--- src/rtl/slot_pkg.sv ---
// Shared types and constants for the slot machine credit/payout controller.
// Holds the controller state enum, the paytable values and the winning digit.
// No ports; imported by slot_payout and slot_payout_rules.
package slot_pkg;

   typedef enum logic [1:0] {
      IDLE   = 2'd0,
      SPIN   = 2'd1,
      EVAL   = 2'd2,
      PAYOUT = 2'd3
   } state_t;

   localparam int WIN_TRIPLE7 = 50;
   localparam int WIN_TRIPLE  = 20;
   localparam int WIN_PAIR    = 2;

   localparam logic [3:0] SEVEN = 4'h7;

endpackage

--- src/rtl/slot_payout_rules.sv ---
// Paytable: maps three captured reel digits to the nominal win value.
// Ports: digits[11:0] in ([11:8] reel 1, [7:4] reel 2, [3:0] reel 3), win[W-1:0] out.
// Purely combinational, zero latency, no flow control.
module slot_payout_rules
   import slot_pkg::*;
#(
   parameter int W = 10
) (
   input  logic [11:0]  digits,
   output logic [W-1:0] win
);

   logic [3:0] r1, r2, r3;

   assign r1 = digits[11:8];
   assign r2 = digits[7:4];
   assign r3 = digits[3:0];

   always_comb begin
      win = '0;
      if ((r1 == r2) && (r2 == r3)) begin
         win = (r1 == SEVEN) ? W'(WIN_TRIPLE7) : W'(WIN_TRIPLE);
      end else if ((r1 == r2) || (r2 == r3)) begin
         win = W'(WIN_PAIR);
      end
   end

endmodule

--- src/rtl/slot_payout.sv ---
// Credit/payout controller: charges one credit per spin, scores the result, pays the win back.
// Ports: CLOCK_50, reset (sync, active-high), spin_start/spin_done/spin_value in;
//        spin_go, credits, win_amount, busy, no_credit out. Optional macro SLOT_PAYOUT_ROLLUP_EN.
module slot_payout
   import slot_pkg::*;
#(
   parameter int CREDIT_W      = 10,
   parameter int START_CREDITS = 100,
   parameter int MAX_CREDITS   = 999,
   parameter int TICK_DIV      = 5_000_000
) (
   input  logic                CLOCK_50,
   input  logic                reset,
   input  logic                spin_start,
   input  logic                spin_done,
   input  logic [11:0]         spin_value,
   output logic                spin_go,
   output logic [CREDIT_W-1:0] credits,
   output logic [CREDIT_W-1:0] win_amount,
   output logic                busy,
   output logic                no_credit
);

   state_t              state, state_nxt;
   logic [11:0]         digits;
   logic [CREDIT_W-1:0] win_calc;
   logic                take;

   slot_payout_rules #(.W(CREDIT_W)) u_rules (
      .digits (digits),
      .win    (win_calc)
   );

   // A spin is only accepted from IDLE with at least one credit to charge.
   assign take      = (state == IDLE) && spin_start && (credits != '0);
   assign spin_go   = (state == SPIN);
   assign busy      = (state != IDLE);
   assign no_credit = (credits == '0);

`ifdef SLOT_PAYOUT_ROLLUP_EN
   localparam int TW = (TICK_DIV > 1) ? $clog2(TICK_DIV) : 1;

   logic [TW-1:0]       tick;
   logic [CREDIT_W-1:0] remaining;
   logic                tick_end;
   logic                at_cap_next;
   logic                payout_last;

   assign tick_end    = (tick == TW'(TICK_DIV - 1));
   // Credits will hit the ceiling on this tick, so the rest of the win is dropped.
   assign at_cap_next = (credits >= CREDIT_W'(MAX_CREDITS - 1));
   assign payout_last = tick_end && ((remaining == CREDIT_W'(1)) || at_cap_next);
`else
   localparam logic [CREDIT_W:0] MAX_EXT = (CREDIT_W + 1)'(MAX_CREDITS);

   logic [CREDIT_W:0] sum;

   // One extra bit so the saturation compare sees the true sum.
   assign sum = {1'b0, credits} + {1'b0, win_amount};
`endif

   always_ff @(posedge CLOCK_50) begin
      if (reset) begin
         state <= IDLE;
      end else begin
         state <= state_nxt;
      end
   end

   always_comb begin
      state_nxt = state;
      case (state)
         IDLE:   if (take) state_nxt = SPIN;
         SPIN:   if (spin_done) state_nxt = EVAL;
         EVAL:   state_nxt = (win_calc != '0) ? PAYOUT : IDLE;
`ifdef SLOT_PAYOUT_ROLLUP_EN
         PAYOUT: if (payout_last) state_nxt = IDLE;
`else
         PAYOUT: state_nxt = IDLE;
`endif
         default: state_nxt = IDLE;
      endcase
   end

   always_ff @(posedge CLOCK_50) begin
      if (reset) begin
         credits    <= CREDIT_W'(START_CREDITS);
         win_amount <= '0;
         digits     <= '0;
`ifdef SLOT_PAYOUT_ROLLUP_EN
         tick       <= '0;
         remaining  <= '0;
`endif
      end else begin
         case (state)
            IDLE: begin
               if (take) begin
                  credits    <= credits - CREDIT_W'(1);
                  win_amount <= '0;
               end
            end
            SPIN: begin
               if (spin_done) digits <= spin_value;
            end
            EVAL: begin
               win_amount <= win_calc;
`ifdef SLOT_PAYOUT_ROLLUP_EN
               tick      <= '0;
               remaining <= win_calc;
`endif
            end
            PAYOUT: begin
`ifdef SLOT_PAYOUT_ROLLUP_EN
               if (tick_end) begin
                  tick      <= '0;
                  credits   <= credits + CREDIT_W'(1);
                  remaining <= at_cap_next ? '0 : remaining - CREDIT_W'(1);
               end else begin
                  tick <= tick + TW'(1);
               end
`else
               credits <= (sum > MAX_EXT) ? CREDIT_W'(MAX_CREDITS) : sum[CREDIT_W-1:0];
`endif
            end
            default: ;
         endcase
      end
   end

endmodule

--- config.mk ---
export PLATFORM = sky130hd
export DESIGN_NAME = slot_payout
export DESIGN_NICKNAME = d
export VERILOG_FILES = /design/src/rtl/slot_pkg.sv /design/src/rtl/slot_payout_rules.sv /design/src/rtl/slot_payout.sv
export SDC_FILE = /design/constraint.sdc
export NUM_CORES = 1
export LEC_CHECK = 0
export CAP_MARGIN = 20
export CORE_MARGIN = 5
export CORE_UTILIZATION = 41
export CTS_CLUSTER_DIAMETER = 120
export DETAILED_ROUTE_END_ITERATION = 16
export GPL_TIMING_DRIVEN = 0
export HOLD_SLACK_MARGIN = 0.15
export PLACE_DENSITY = 0.78
export SYNTH_ARGS = -nofsm -noshare
export SYNTH_HDL_FRONTEND = slang
export SYNTH_SLANG_ARGS = --single-unit
--- constraint.sdc ---
create_clock -name CLOCK_50 -period 5.5 [get_ports CLOCK_50]
set_clock_uncertainty 0.1 [all_clocks]
set_input_delay 1.1 -clock CLOCK_50 [delete_from_list [all_inputs] [get_ports CLOCK_50]]
set_output_delay 1.1 -clock CLOCK_50 [all_outputs]
set_load 0.03 [all_outputs]
Word level (Yosys, flattened, before mapping):

Cells that the tools add are included.

* word-level logic and storage cells: 42
* RAM bits: 0
* output and inout bits: 23
* register bits after elaboration: 34
* ROM bits: 0
* memories: 0
* latch bits: 0

* equal/unequal tests: 8
* $mul: 0
* add/sub/neg operators: 2
* reduce and logical (&&, ||, !) cells: 15
* bitwise operators: 0
* shift operators: 0
* magnitude comparators: 1
* div/mod/pow operators: 0
* muxes and demuxes: 12

Operator list (number)
* two-way mux 10 bit: 4
* one-hot mux 10 bit (2 select lines): 2
* nonzero test 10 bit: 2
* adder 10 x 10 -> 11 bit: 1
* greater-than comparator 11 x 10 -> 1 bit (second input constant): 1
* logical NOT 10 bit: 1
* subtractor 10 x 1 -> 10 bit (second input constant): 1
* == test 4 bit: 2
* two-way mux 2 bit: 4
* one-hot mux 2 bit (4 select lines): 1
* AND reduction 2 bit: 4
* two-way mux 6 bit: 1
* nonzero test 2 bit: 3
* == test 2 bit (second input constant): 2
* == test 4 x 3 -> 1 bit (second input constant): 1
* inequality test 2 bit (second input constant): 2
* logical AND 1 bit: 3
* == test 2 x 1 -> 1 bit (second input constant): 1
* logical NOT 2 bit: 1
* logical OR 1 bit: 1

Depth between registers and ports, before layout:

Gate-level depths: netlist of the first run.

* depth in word-level cells: 7
* mapped depth: 7

Modules after synthesis:

A second synthesis of the first run with hierarchy kept.

* cells, all modules: 279
* area total of the unflattened synthesis: 2192.1 sq um

By module, submodules not included
* slot_payout: area an instance 2005.7 sq um, sequential area each 680.7 sq um, cells each 255, instances 1
* slot_payout_rules: area an instance 186.4 sq um, sequential area each 0.0 sq um, cells each 24, instances 1

Worst setup path after synthesis of the first run:

OpenSTA, ideal clock, no wires.

* path type: register -> output
* start: register credits[0]
* end: output no_credit
* data arrival time: 1.538 ns
* path buffers: 0
* setup slack: 2.762 ns
* cell stages (with the launch flop): 5
* data required time: 4.300 ns
* path through: dfxtp_1 inv_1 ha_1 nor2b_1 and3_1

* word-level cells in the longest chain between the ends: 1

RTL lines
* start, declared: RTL line slot_payout.sv:18 `output logic [CREDIT_W-1:0] credits,`
* start signal, assigned: RTL line slot_payout.sv:87 `credits <= CREDIT_W'(START_CREDITS);`
* start signal, assigned: RTL line slot_payout.sv:98 `credits <= credits - CREDIT_W'(1);`
* start signal, assigned: RTL line slot_payout.sv:122 `credits <= (sum > MAX_EXT) ? CREDIT_W'(MAX_CREDITS) : sum[CREDIT_W-1:0];`
* logical NOT 10 bit: RTL line slot_payout.sv:38 `assign no_credit = (credits == '0);`
* end, declared: RTL line slot_payout.sv:21 `output logic no_credit`

No other way between the ends.

Worst setup path after layout of the first run:

* start: register credits[1]
* end: output no_credit

Same word-level chain as after synthesis.

==> impl_metrics.env, run 1 <==
export IMPL_ctsResizeCount=0
export IMPL_drive_above_1_share_pct=10.1
export IMPL_finalSetupViolations=0
export IMPL_synth_most_common_cell="nand2_1"
export IMPL_ctsHoldBuffers=0
export IMPL_yosysTopAreaCell="dfxtp_1"
export IMPL_crit_type="register to output port"
export IMPL_cp_required_ns=4.30
export IMPL_ys_flop_type="dfxtp_1"
export IMPL_wl_met3_um=350
export IMPL_clk_insertion_delay_late_ns=0.28
export IMPL_route_met2_wl_um=2130
export IMPL_root_buffer="clkbuf_8"
export IMPL_htree_levels=1
export IMPL_antenna_found_initial=0
export IMPL_gr_total_overflow=0
export IMPL_die_w_um=77.3
export IMPL_coreArea_um2=4380
export IMPL_yosysSeqAreaShare_pct=30.2
export IMPL_final_net_count=290
export IMPL_max_freq_ghz=0.281
export IMPL_netlist_area_um2=1860
export IMPL_synth_async_reset_ratio_pct=0
export IMPL_ant_nets=0
export IMPL_place_ws_ns=2.27
export IMPL_grt_pass1_vias=1619
export IMPL_drt_met1_wl_um=1850
export IMPL_syn2layout_area_growth_pct=25.1
export IMPL_fin_crit_ns=3.56
export IMPL_grt_pass1_wl_um=7340
export IMPL_fp_row_count=24
export IMPL_rsz0062_at_grt="false"
export IMPL_place_gp_congestion=0.896
export IMPL_path_max_fanout=5
export IMPL_avgViaCountPerCell=5.38
export IMPL_tns_ns=0
export IMPL_die_h_um=77.3
export IMPL_drc=0
export IMPL_p_leak_nw=0.791
export IMPL_worstSetupEndpointType="output port"
export IMPL_start_kind="register"
export IMPL_hpwl_um=3320
export IMPL_ys_types=56
export IMPL_start_util_pct=42.3
export IMPL_hold_violations=0
export IMPL_synth_area_per_cell_um2=8.17
export IMPL_clk_pin_slew_ns=0.10
export IMPL_clockBufferDepth=2
export IMPL_max_cap_viol_count=0
export IMPL_clock_sink_count=28
export IMPL_synth_seq_cells=28
export IMPL_worstMarginPinSlew_ns=0.505
export IMPL_ir_worst_vdd_v=0.000114
export IMPL_cts_tree="built"
export IMPL_antenna_diode_count=0
export IMPL_synth_common_cells="nand2_1, dfxtp_1, a21oi_1, xnor2_1, nor2_1"
export IMPL_syn_instance_count=227
export IMPL_pin_count=39
export IMPL_synth_top_area_share_pct=30.2
export IMPL_portBuffers=31
export IMPL_p_per_area_nw_per_um2=243
export IMPL_cts_made_buffers=3
export IMPL_drtIter0Drc=120
export IMPL_post_route_period_util_pct=64.6
export IMPL_relSlewSlack_pct=66.1
export IMPL_slew_violations=0
export IMPL_synth_edff_count=0
export IMPL_die_area_um2=5970
export IMPL_grt_max_degree=17
export IMPL_timing_final_ws_setup_ns=1.94
export IMPL_wl_per_cell_um=13.7
export IMPL_synth_area_top_cells="dfxtp_1, xnor2_1, nand2_1"
export IMPL_postCtsSetupRepairBufs=0
export IMPL_routed_top_layer="met4"
export IMPL_status="complete, no violations"
export IMPL_wl_um=4370
export IMPL_grtUsageTotal_pct=14.5
export IMPL_ys_warn_count=0
export IMPL_holdCritPathClass="register to register"
export IMPL_crit_arrival_ns=2.36
export IMPL_first_pass_iters=4
export IMPL_vias=1715
metal layers:
layer / vias to the layer above / global-route usage [%]
met1: 767 / 17.9
li1: 875 / -
met4: 0 / 2.75
met2: 65 / 25.6
met5: - / 0
met3: 8 / 3.51
layout make-up:
type                    count  area [µm²]
plain buffers              18         108
well taps                  52        65.1
inverters                   5        18.8
fillers                   436        2060
clock inverters             1        30.0
repair buffers             31         310
flip-flops and latches     28         561
multi-input cells         181        1190
clock buffers               3        41.3
final timing paths:
check                           slack [ns]         end  cells past startpoint        from
worst max-delay path                  1.94   no_credit                      5  credits[1]
worst min register to register        0.37   digits[0]                      2   digits[0]
worst min-delay path                  0.37   digits[0]                      2   digits[0]
worst max register to register        2.86  credits[7]                      6  credits[2]
per-stage QoR:
step | utilization, % | power [mW] | hold WS (ns) | std cells | instance area (µm²)
after CTS | 52.9 | 0.567 | 0.378 | 319 | 2320
after global placement | 51.3 | 0.401 | 0.358 | 315 | 2250
after global routing | 52.9 | 0.590 | 0.409 | 319 | 2320
after detailed placement | 51.3 | 0.403 | 0.364 | 315 | 2250
final | 52.9 | 0.565 | 0.373 | 319 | 2320
after floorplan | - | 0.352 | 0.349 | 232 | 1870
critical path, cell delays in order, from the launching register on:
cell and delay [ns]:
dfxtp_1 0.36, inv_1 0.08, ha_1 0.27, nor2b_1 0.47, and3_1 0.22, clkdlybuf4s50_1 0.66
kinds of logic after synthesis:
logic type	share of synthesized area (%)
AO/OA/AOI/OAI	22.6
XOR/XNOR	10.4
adder cells (fa/ha/maj)	4.45
buffers and inverters	6.81
flip-flops	30.2
multiplexers	0.539
other	0.202
AND/OR/NAND/NOR	24.8
registers in the layout (all words and copies together) (netlist names):
name        flops
win_amount      4
credits        10
digits         12
state           2
power breakdown:
part	total [mW]	internal (mW)	switching (mW)	leakage [nW]
clock	0.167	0.0976	0.0691	0.0357
combinational	0.164	0.0725	0.0911	0.527
sequential	0.235	0.215	0.0197	0.228
cells in the final DEF (no fill, tap or decap), drive strengths merged, types with 2 or more instances in the layout:
master and count:
a211oi 3, a21oi 27, a311oi 3, a31o 2, a31oi 3, and2 2
and4 2, buf 11, clkbuf 10, clkdlybuf4s50 31, conb 6, dfxtp 28
ha 5, inv 5, nand2 37, nand3 4, nand4 5, nor2 11
nor2b 2, nor3 6, nor3b 3, nor4 2, o21a 2, o21ai 5
o31a 3, o31ai 2, or2 2, or3 5, xnor2 17, xor2 5
Note: power is estimated with default switching activity, not from simulation.
==> inputs of run 2 (changes only) <==
PLACE_DENSITY = 0.81   (was 0.78)
clock period = 3.1 ns   (was 5.5 ns; I/O delays follow)
==> run 2 against run 1 <==
Setup slack worse by 1.8 ns. First-iteration DRC count down 15%. Via count up 2.8%. Critical endpoint unchanged.
==> impl_metrics.env, run 2 (synthesized netlist as in run 1, its figures left out) <==
export IMPL_die_h_um=77.3
export IMPL_place_inst=315
export IMPL_seq_power_share_pct=41.1
export IMPL_clock_sink_count=28
export IMPL_vias=1763
export IMPL_drc=0
export IMPL_postCtsSetupRepairBufs=0
export IMPL_ant_nets=0
export IMPL_drtIter0Drc=102
export IMPL_antenna_found_initial=0
export IMPL_start_util_pct=42.3
export IMPL_clk_pin_slew_ns=0.11
export IMPL_die_w_um=77.3
export IMPL_worstMarginPinSlew_ns=0.524
export IMPL_worstSetupEndpointType="output port"
export IMPL_relSlewSlack_pct=64.8
export IMPL_path_max_fanout=5
export IMPL_fp_row_count=24
export IMPL_p_per_area_nw_per_um2=435
export IMPL_post_route_period_util_pct=96.5
export IMPL_layout_commonest_cell="nand2_1"
export IMPL_hold_path_cell_count=2
export IMPL_rsz0062_at_grt="false"
export IMPL_hold_start="digits[2]"
export IMPL_timing_final_ws_setup_ns=0.109
export IMPL_internal_power_mw=0.685
export IMPL_largest_reg_flops=12
export IMPL_hold_violations=0
export IMPL_cts_made_buffers=3
export IMPL_cts_tree="built"
export IMPL_largest_register="digits"
export IMPL_clockBufferDepth=2
export IMPL_crit_path_cell_trace="inv_1 -> ha_1 -> nor2b_2 -> and3_1 -> clkdlybuf4s50_1"
export IMPL_grt_max_degree=17
export IMPL_syn2layout_area_growth_pct=25.2
export IMPL_wl_um=4640
export IMPL_first_pass_iters=4
export IMPL_cp_required_ns=2.38
export IMPL_place_gp_congestion=0.880
export IMPL_gr_total_overflow=0
export IMPL_holdCritPathClass="register to register"
export IMPL_reg2reg_from="credits[2]"
export IMPL_reg_largest_list="digits: 12 flops, credits: 10 flops, win_amount: 4 flops"
export IMPL_avgViaCountPerCell=5.53
export IMPL_p_total_mw=1.01
export IMPL_r2r_end="credits[7]"
export IMPL_finalSetupViolations=0
export IMPL_clkPwrFrac_pct=29.7
export IMPL_hold_path_end="digits[2]"
export IMPL_ir_worst_vdd_v=0.000258
export IMPL_final_net_count=290
export IMPL_critPathMaxStageDelay_ns=0.66
export IMPL_portBuffers=31
export IMPL_crit_arrival_ns=2.27
export IMPL_p_leak_nw=0.793
export IMPL_htree_levels=1
export IMPL_hpwl_um=3510
export IMPL_max_cap_viol_count=0
export IMPL_crit_type="register to output port"
export IMPL_final_cells=319
export IMPL_tns_ns=0
export IMPL_pwr_share_comb_pct=29.2
export IMPL_slew_violations=0
export IMPL_switching_power_mw=0.326
export IMPL_sw_frac_of_total_pct=32.3
export IMPL_wl_per_cell_um=14.6
export IMPL_coreArea_um2=4380
export IMPL_grt_pass1_vias=1688
export IMPL_die_area_um2=5970
export IMPL_grt_pass1_wl_um=7510
export IMPL_worstRegToRegCells=6
export IMPL_place_ws_ns=0.330
export IMPL_max_freq_ghz=0.334
export IMPL_layout_common_cells="nand2_1, clkdlybuf4s50_1, dfxtp_1"
export IMPL_grtUsageTotal_pct=15.3
export IMPL_root_buffer="clkbuf_8"
export IMPL_drive_above_1_share_pct=10.5
export IMPL_clk_insertion_delay_late_ns=0.29
export IMPL_status="complete, no violations"
export IMPL_pin_count=39
export IMPL_antenna_diode_count=0
export IMPL_start_kind="register"
export IMPL_slowest_stage="clkdlybuf4s50_1"
export IMPL_fin_crit_ns=2.99
export IMPL_rrSetupSlack_ns=0.46
-- run 2: final cells by class --
class,count,area [µm²]
Buffer,18,108
Clock buffer,3,41.3
Clock inverter,1,30.0
Fill cell,424,2060
Inverter,5,18.8
Multi-Input combinational cell,181,1190
Sequential cell,28,561
Tap cell,52,65.1
Timing Repair Buffer,31,310
-- run 2: worst max-delay path by stage --
stage | start | endpoint | slack, ns | cells past startpoint
finish | credits[1] | no_credit | 0.11 | 5
global route | credits[1] | no_credit | 0.02 | 5
CTS | credits[1] | no_credit | 0.12 | 5
detailed placement | credits[1] | no_credit | 0.33 | 5
global placement | credits[1] | no_credit | 0.37 | 5
floorplan | credits[5] | credits[2] | 0.67 | 7
-- run 2: per-stage QoR --
step	instance area, µm²	hold WS [ns]	util (%)
2_1_floorplan	1870	0.349	-
3_3_place_gp	2250	0.359	51.3
3_5_place_dp	2250	0.366	51.3
4_1_cts	2320	0.381	53.0
5_1_grt	2320	0.406	53.0
6_report	2320	0.381	53.0
-- run 2: timing repair --
action                     4_1_cts  5_1_grt
hold buffers                     0        0
setup endpoints to repair        1        0
resized for setup                1        0
-- run 2: worst max-delay path: cells and delay by family (launching register included) --
kind	cells	cell delay [ns]
flops	1	0.37
buf+inv	2	0.76
simple gates	2	0.55
fa+ha+maj	1	0.30
-- run 2: layer usage --
| metal | vias up | track usage [%] | wire length [µm] |
|---|---|---|---|
| met2 | 82 | 26.0 | 2270 |
| met5 | - | 0 | 0 |
| met1 | 784 | 17.9 | 1850 |
| met3 | 19 | 3.51 | 357 |
| met4 | 0 | 7.04 | 168 |
| li1 | 878 | - | - |
-- run 2: power groups by stage --
stage / clock (mW) / sequential [mW] / combinational, mW
2_1_floorplan: 0 / 0.440 / 0.185
6_report: 0.300 / 0.416 / 0.295
4_1_cts: 0.306 / 0.415 / 0.294
3_3_place_gp: 0 / 0.423 / 0.285
5_1_grt: 0.313 / 0.419 / 0.321
3_5_place_dp: 0 / 0.424 / 0.290
==> inputs of run 3 (changes only) <==
CORE_UTILIZATION = 40   (was 41)
PLACE_DENSITY = 0.78   (was 0.81)
SYNTH_HIERARCHICAL = 1   (was not set)
==> run 3 against run 2 <==
Final area increased by 21%. Power increased by 33%. Critical path depth unchanged. Critical path type unchanged. Maximum frequency increased by 3.8%. Setup slack improved by 0.11 ns. Sequential share of layout area increased by 0.065 points. Non-clock buffer count increased by 5. Critical endpoint unchanged. Sequential cell count increased by 6. Clock-buffer cell count increased by 3. Core utilization decreased by 0.84 points. Via count increased by 20%. Global-route usage increased by 0.29 points.
==> impl_metrics.env, run 3 <==
export IMPL_drive_above_1_share_pct=9.12
export IMPL_r2r_end="credits[1]"
export IMPL_synth_async_reset_ratio_pct=0
export IMPL_hold_violations=0
export IMPL_die_w_um=84.0
export IMPL_reg_largest_list="digits: 12 flops, credits: 10 flops, win_amount: 10 flops"
export IMPL_synth_top_area_share_pct=31.1
export IMPL_wl_per_cell_um=13.5
export IMPL_synth_mux_area_share_pct=0
export IMPL_cp_required_ns=2.38
export IMPL_place_gp_congestion=0.861
export IMPL_clockBufferDepth=2
export IMPL_start_util_pct=40.6
export IMPL_root_buffer="clkbuf_8"
export IMPL_cts_tree="built"
export IMPL_max_freq_ghz=0.347
export IMPL_yosys_area_share_simple_pct=28.1
export IMPL_gr_total_overflow=0
export IMPL_holdCritPathClass="register to register"
export IMPL_clkPwrFrac_pct=38.1
export IMPL_pin_count=39
export IMPL_largest_reg_flops=12
export IMPL_antenna_found_initial=0
export IMPL_grt_pass1_wl_um=9010
export IMPL_die_h_um=84.0
export IMPL_grt_max_degree=12
export IMPL_vias=2114
export IMPL_finalSetupViolations=0
export IMPL_synth_area_per_cell_um2=7.86
export IMPL_rrSetupSlack_ns=0.24
export IMPL_worstSetupEndpointType="output port"
export IMPL_crit_arrival_ns=2.16
export IMPL_layout_commonest_cell="nand2_1"
export IMPL_status="complete, no violations"
export IMPL_ys_types=54
export IMPL_synth_most_common_cell="nand2_1"
export IMPL_ys_flop_type="dfxtp_1"
export IMPL_sw_frac_of_total_pct=29.3
export IMPL_synth_top_family_by_area="simple AND/OR/NAND/NOR gates"
export IMPL_hold_start="digits[1]"
export IMPL_drc=0
export IMPL_switching_power_mw=0.396
export IMPL_place_inst=393
export IMPL_avgViaCountPerCell=5.27
export IMPL_fill_cells=540
export IMPL_fp_row_count=27
export IMPL_final_net_count=356
export IMPL_synth_xor_area_share_pct=7.19
export IMPL_start_kind="register"
export IMPL_hold_path_cell_count=2
export IMPL_worstMarginPinSlew_ns=0.635
export IMPL_reg2reg_from="credits[0]"
export IMPL_portBuffers=37
export IMPL_netlist_area_um2=2190
export IMPL_ant_nets=0
export IMPL_timing_final_ws_setup_ns=0.220
export IMPL_relSlewSlack_pct=57.3
export IMPL_layout_common_cells="nand2_1, clkdlybuf4s50_1, a21oi_1"
export IMPL_largest_register="digits"
export IMPL_pwr_share_comb_pct=24.7
export IMPL_synth_area_top_cells="dfxtp_1, nand2_1, a21oi_1"
export IMPL_ys_warn_count=6
export IMPL_final_cells=401
export IMPL_worstRegToRegCells=9
export IMPL_yosysSeqAreaShare_pct=31.1
export IMPL_post_route_period_util_pct=92.9
export IMPL_grtUsageTotal_pct=15.5
export IMPL_antenna_diode_count=0
export IMPL_rsz0062_at_grt="false"
export IMPL_p_per_area_nw_per_um2=479
export IMPL_drtIter0Drc=145
export IMPL_coreArea_um2=5410
export IMPL_fin_crit_ns=2.88
export IMPL_place_ws_ns=-0.0148
export IMPL_internal_power_mw=0.954
export IMPL_synth_compound_area_share_pct=20.3
export IMPL_clk_pin_slew_ns=0.07
export IMPL_tns_ns=0
export IMPL_synth_edff_count=0
export IMPL_htree_levels=2
export IMPL_holdWs_ns=0.371
export IMPL_max_cap_viol_count=0
export IMPL_synth_common_cells="nand2_1, a21oi_1, dfxtp_1"
export IMPL_cts_made_buffers=5
export IMPL_hold_path_end="digits[1]"
export IMPL_syn_instance_count=279
export IMPL_hpwl_um=4320
export IMPL_seq_power_share_pct=37.3
export IMPL_synth_seq_cells=34
export IMPL_die_area_um2=7060
export IMPL_yosysTopAreaCell="dfxtp_1"
export IMPL_synthAdderAreaFrac_pct=7.19
export IMPL_grt_pass1_vias=2013
export IMPL_syn2layout_area_growth_pct=28.6
export IMPL_crit_type="register to output port"
export IMPL_wl_um=5410
export IMPL_ir_worst_vdd_v=0.000250
export IMPL_slew_violations=0
export IMPL_clock_sink_count=34
export IMPL_path_max_fanout=7
export IMPL_clk_insertion_delay_late_ns=0.29
export IMPL_p_leak_nw=1.10
export IMPL_first_pass_iters=4
[run 3: cell count changes in the layout (fill, tap and decap cells not counted), sizes merged, moves of 6 or more]
cell   delta
xor2     +10
a21oi     +7
nand3    +11
nand2    +15
ha        +6
dfxtp     +6
xnor2    -14
[run 3: what timing repair did]
| item | CTS | global route |
|---|---|---|
| setup buffers | 0 | 0 |
| setup endpoints to repair | 3 | 1 |
| hold buffers | 0 | 0 |
| gates resized for setup | 2 | 1 |
[run 3: worst max path at each step]
stage / start / endpoint / cells after the start
2_1_floorplan: credits[0] / credits[3] / 9
3_3_place_gp: credits[0] / credits[1] / 9
3_5_place_dp: credits[0] / credits[1] / 9
4_1_cts: credits[0] / credits[1] / 9
5_1_grt: credits[1] / credits[1] / 8
6_report: credits[1] / no_credit / 5
[run 3: area by class of cell]
class                           count  area [µm²]  area share, %
Inverter                            7        26.3          0.932
Clock buffer                        6        82.6           2.93
Clock inverter                      2        60.1           2.13
Sequential cell                    34         682           24.2
Timing Repair Buffer               37         369           13.1
Buffer                             17         105           3.73
Tap cell                           72        90.1           3.20
Multi-Input combinational cell    226        1400           49.8
[run 3: per-layer routing]
metal,GRT usage (%),part of all wire (%),vias up,wire (µm)
li1,-,-,1075,-
met1,17.3,41,973,2240
met2,28.9,52,58,2800
met3,3.95,5.7,8,311
met4,4.09,1.1,0,57
met5,0,0,-,0
[run 3: power by group through the flow]
stage               Clock, mW  Combinational, mW  Sequential (mW)
floorplan                   0              0.205            0.533
global placement            0              0.325            0.510
detailed placement          0              0.331            0.513
CTS                     0.524              0.333            0.502
global route            0.545              0.364            0.508
finish                  0.514              0.333            0.503
[run 3: critical path, cell delays in order (launching register included)]
cell           delay [ns]
dfxtp_1              0.38
inv_1                0.12
ha_1                 0.24
or3b_2               0.51
nor4_2               0.18
dlygate4sd2_1        0.43
[run 3: per-stage QoR]
stage / instance area, µm² / util, % / power (mW)
2_1_floorplan: 2210 / - / 0.738
3_3_place_gp: 2670 / 49.4 / 0.835
3_5_place_dp: 2670 / 49.4 / 0.843
4_1_cts: 2820 / 52.1 / 1.36
5_1_grt: 2820 / 52.2 / 1.42
6_report: 2820 / 52.2 / 1.35
[run 3: cells by family (layout without fill, tap and decap cells)]
kind of cell	after synthesis	count (layout)
and+or+nand+nor	121	121
AOI/OAI and AO/OA	69	69
DFF	34	34
buffers and inverters	24	69
xor gates and xnor gates	18	18
adders and majority gates	12	12
other	1	6
==> patch 1, RTL diff (config.mk and constraints of run 3) <==
Make the reset (`reset`) asynchronous in 2 clocked blocks.
--- a/src/rtl/slot_payout.sv
+++ b/src/rtl/slot_payout.sv
@@ -61,3 +61,3 @@
 
-   always_ff @(posedge CLOCK_50) begin
+   always_ff @(posedge CLOCK_50 or posedge reset) begin
       if (reset) begin
@@ -84,3 +84,3 @@
 
-   always_ff @(posedge CLOCK_50) begin
+   always_ff @(posedge CLOCK_50 or posedge reset) begin
       if (reset) begin
Function: differs if reset is asserted again (counterexample within 4 cycles, from zero or initial values and one cycle with reset high); with reset held inactive, the same outputs for 10 cycles.
==> patch 1 against run 3 <==
Routed wire length is 6.7% lower. Synthesized area is 5.3% higher. Final cell count down 7.5%. Die area up 4.6%. Design area grew 3.4%. Sequential cell count stayed put. Setup slack got worse by 6.6 ps. Highest routed layer unchanged.
Power is not compared: it rests on default switching activity, and its combinational part moved more than twofold at a synthesized area within 25%.
==> patch 1: results (changes against run 3) <==
[run_status]
status = finished, final reports clean

[cells_and_area]
drive_above_1_share_pct = 14.7  ; +5.6 points
finalNonFillerCells = 371  ; -7.5%
final_nets = 326  ; -8.4%

[synthesis]
synth.avg_cell_area_um2 = 9.34  ; +19%
async_flop_share_pct = 100  ; +100 points
ys_seq_area_share_pct = 37.0  ; +6.0 points
synthTopCellsByArea = dfrtp_1 34%, nand2_1 6.3%, ha_1 6.0%
synth_common_cells = 39 x nand2_1, 31 x dfrtp_1, 17 x nor2_1
synth_ff_type = dfrtp_1
ys_types = 57  ; +5.6%

[setup_path]
rr_worst_depth = 10  ; +1
worstReg2RegEnd = credits[3]
crit_start = credits[3]
cpPeakStageDelay_ps = 720  ; +210 ps
rr_startpoint = credits[0]

[timing]
relSlewSlack_pct = 62.1  ; +4.9 points

[grt]
track_usage_pct = 14.9  ; -0.64 points
grt_pass1_vias = 1910  ; -5.1%
grt_pass1_wl_um = 8920  ; -1.0%

[place]
gp_congestion = 0.763  ; -11%
place_inst = 363  ; -7.6%
pre_cts_ws_ps = 276  ; +291 ps

[clock_tree]
cts_resized = 0  ; -2

[routing]
routed-via-count = 1981  ; -6.3%
drt_iter0_drc = 84  ; -42%

patch 1: cell count changes after synthesis, moves of 4 or more:
cell     change
dfxtp_1     -34
xnor2_1      +7
nand3_1     -10
nand2_1     -12
a21oi_1     -25
mux2_2      +12
nor3b_1      -4
dfrtp_1     +31
xor2_1       -7
o21ai_0      +6
patch 1: final cells by class:
type	count	area (um^2)
multi-input combinational	195	1350
clock inverter	1	5.00
tap	72	90.1
sequential	34	855
clock buffer	7	86.3
timing repair buffer	39	408
inverter	9	33.8
buffer	14	85.1
fill	528	2630
patch 1: worst min-delay path by stage:
stage	from	to	slack, ps	cells past startpoint
after floorplan	digits[0]	digits[0]	400	1
after global placement	digits[1]	digits[1]	410	1
after detailed placement	digits[2]	digits[2]	410	1
after CTS	digits[2]	digits[2]	430	1
after global routing	digits[2]	digits[2]	440	1
final	digits[2]	digits[2]	420	1
patch 1: per-layer routing:
layer	vias up	part of all wire, %	track usage (%)
met5	-	0	0
met4	0	0.99	4.75
met3	8	6.6	2.98
met2	61	50	26.1
met1	927	43	18.3
li1	985	-	-
patch 1: power by group through the flow:
stage	clock network [W]	logic [W]	registers (W)
after floorplan	0	0.00113	0.000911
after global routing	0.000367	0.00184	0.000841
after detailed placement	0	0.00167	0.000819
after global placement	0	0.00162	0.000814
after CTS	0.000348	0.00167	0.000811
final	0.000335	0.00166	0.000809
patch 1: critical path, delay by kind of cell, from the launching register on:
kind                   cells  cell delay [ps]
buffers and inverters      1              720
and+or+nand+nor            3              730
DFF                        1              440
patch 1: through the flow:
step                      hold slack (ps)  instance area, um^2  total power, W
after floorplan                       400                 2330         0.00204
after global placement                410                 2800         0.00243
after detailed placement              414                 2820         0.00248
after CTS                             429                 2920         0.00283
after global routing                  443                 2920         0.00305
final                                 424                 2920         0.00281
patch 1: cell families (layout without fill, tap and decap cells):
kind of cell,count (synthesis),in the layout,share of synthesized area [%]
other,1,6,0.163
buffers and inverters,23,70,5.15
flip-flops,34,34,37.0
AND/OR/NAND/NOR,92,92,20.7
adder cells (fa/ha/maj),12,12,6.83
AO/OA/AOI/OAI,53,53,16.6
multiplexers,14,14,6.72
XOR/XNOR,18,18,6.83
==> patch 2, RTL diff (config.mk and constraints of run 3) <==
Made on the original files. `CREDIT_W`: 10 -> 5.
--- a/src/rtl/slot_payout.sv
+++ b/src/rtl/slot_payout.sv
@@ -6,3 +6,3 @@
 #(
-   parameter int CREDIT_W      = 10,
+   parameter int CREDIT_W      = 5,
    parameter int START_CREDITS = 100,
Ports: changed (resized credits and win_amount); port bits go from 39 to 29. No check against the original RTL was run, so the function may have changed too.
==> patch 2 against run 3 <==
Sequential cell count down 10. Critical path depth shrank 1. Combinational power up 17%. Utilization increased by 1.3 points. Routed wire length decreased by 44%. Setup slack gained 38 ps. Synthesized area is 36% lower. Clock power fell by 57%. Critical path type unchanged. Power shrank 27%. Design area decreased by 36%. Highest routed layer unchanged.
==> patch 2: results (changes against run 3) <==
[timing]
whs_ps = 381  ; +10.7 ps

[routing]
totalWireLength_um = 3020  ; -44%

[power_and_ir_drop]
peakVddDrop_uv = 241  ; -3.9%
power_leakage_nw = 0.659  ; -40%
netSwitchingPower_w = 0.000346  ; -13%
sequentialPower_w = 0.000380  ; -24%
power_frac_comb_pct = 39.2  ; +15 points

[clock_tree]
clk_latency_ps = 310  ; +20 ps
root_buffer = clkbuf_4
cts_sinks = 24  ; -29%
cts_inserted_buffers = 3  ; -2

[setup_path]
r2r_slack_ps = 880  ; +640 ps
worstReg2RegEnd = state[0]

[cells_and_area]
final_nets = 234  ; -34%
reg.largest.list = digits: 12 flops, credits: 5 flops, win_amount: 5 flops
drive_above_1_share_pct = 6.70  ; -2.4 points
nNonClkInverters = 10  ; +3
buffers = 37  ; -31%
clock_area_share_pct = 2.92  ; -2.1 points
buf_share_pct = 18.0  ; +1.2 points

[place]
pre_cts_ws_ps = 625  ; +639 ps
gp_congestion = 0.905  ; +5.1%
hpwl_um = 2380  ; -45%

[run_status]
status = finished, final reports clean

[grt]
gr-usage-met2_pct = 22.5  ; -6.5 points
track_usage_pct = 12.2  ; -3.3 points
met3_usage_pct = 2.32  ; -1.6 points

[synthesis]
synth_compound_area_share_pct = 19.4  ; -0.85 points
synth_common_cells = 27 x nand2_1, 24 x dfxtp_1, 17 x a21oi_1, 17 x nor2_1
synth_mux_area_share_pct = 0.712  ; +0.71 points

[floorplanning]
die_x_um = 69.3  ; -18%

[worst_hold_path]
worstHoldEndpoint = digits[3]
min-delay-start = digits[3]

[patch 2: changes by cell type in the layout (fill, tap and decap cells not counted), moves of 5 or more]
cell / delta
nand2_1: -24
a21oi_1: -17
nand3_1: -14
xor2_1: -13
dfxtp_1: -9
clkdlybuf4s50_1: -8
clkbuf_8: -7
xnor2_1: +6
a22oi_1: +5
[patch 2: through the flow]
stage / std cells / util (%) / total power (W)
after floorplan: 177 / - / 0.000651
after global placement: 251 / 51.9 / 0.000771
after detailed placement: 251 / 51.9 / 0.000776
after CTS: 255 / 53.5 / 0.000999
after global routing: 255 / 53.5 / 0.00106
final: 255 / 53.5 / 0.000991
[patch 2: layer usage]
| metal | wire length [um] | vias up |
|---|---|---|
| met5 | 0 | - |
| met4 | 44 | 0 |
| met3 | 147 | 7 |
| met2 | 1490 | 31 |
| met1 | 1340 | 585 |
| li1 | - | 674 |
[patch 2: critical path, stage by stage, from the launching register on]
cell and delay (ps):
dfxtp_1 390, inv_1 150, ha_1 180, nor4b_4 340
clkdlybuf4s50_1 750
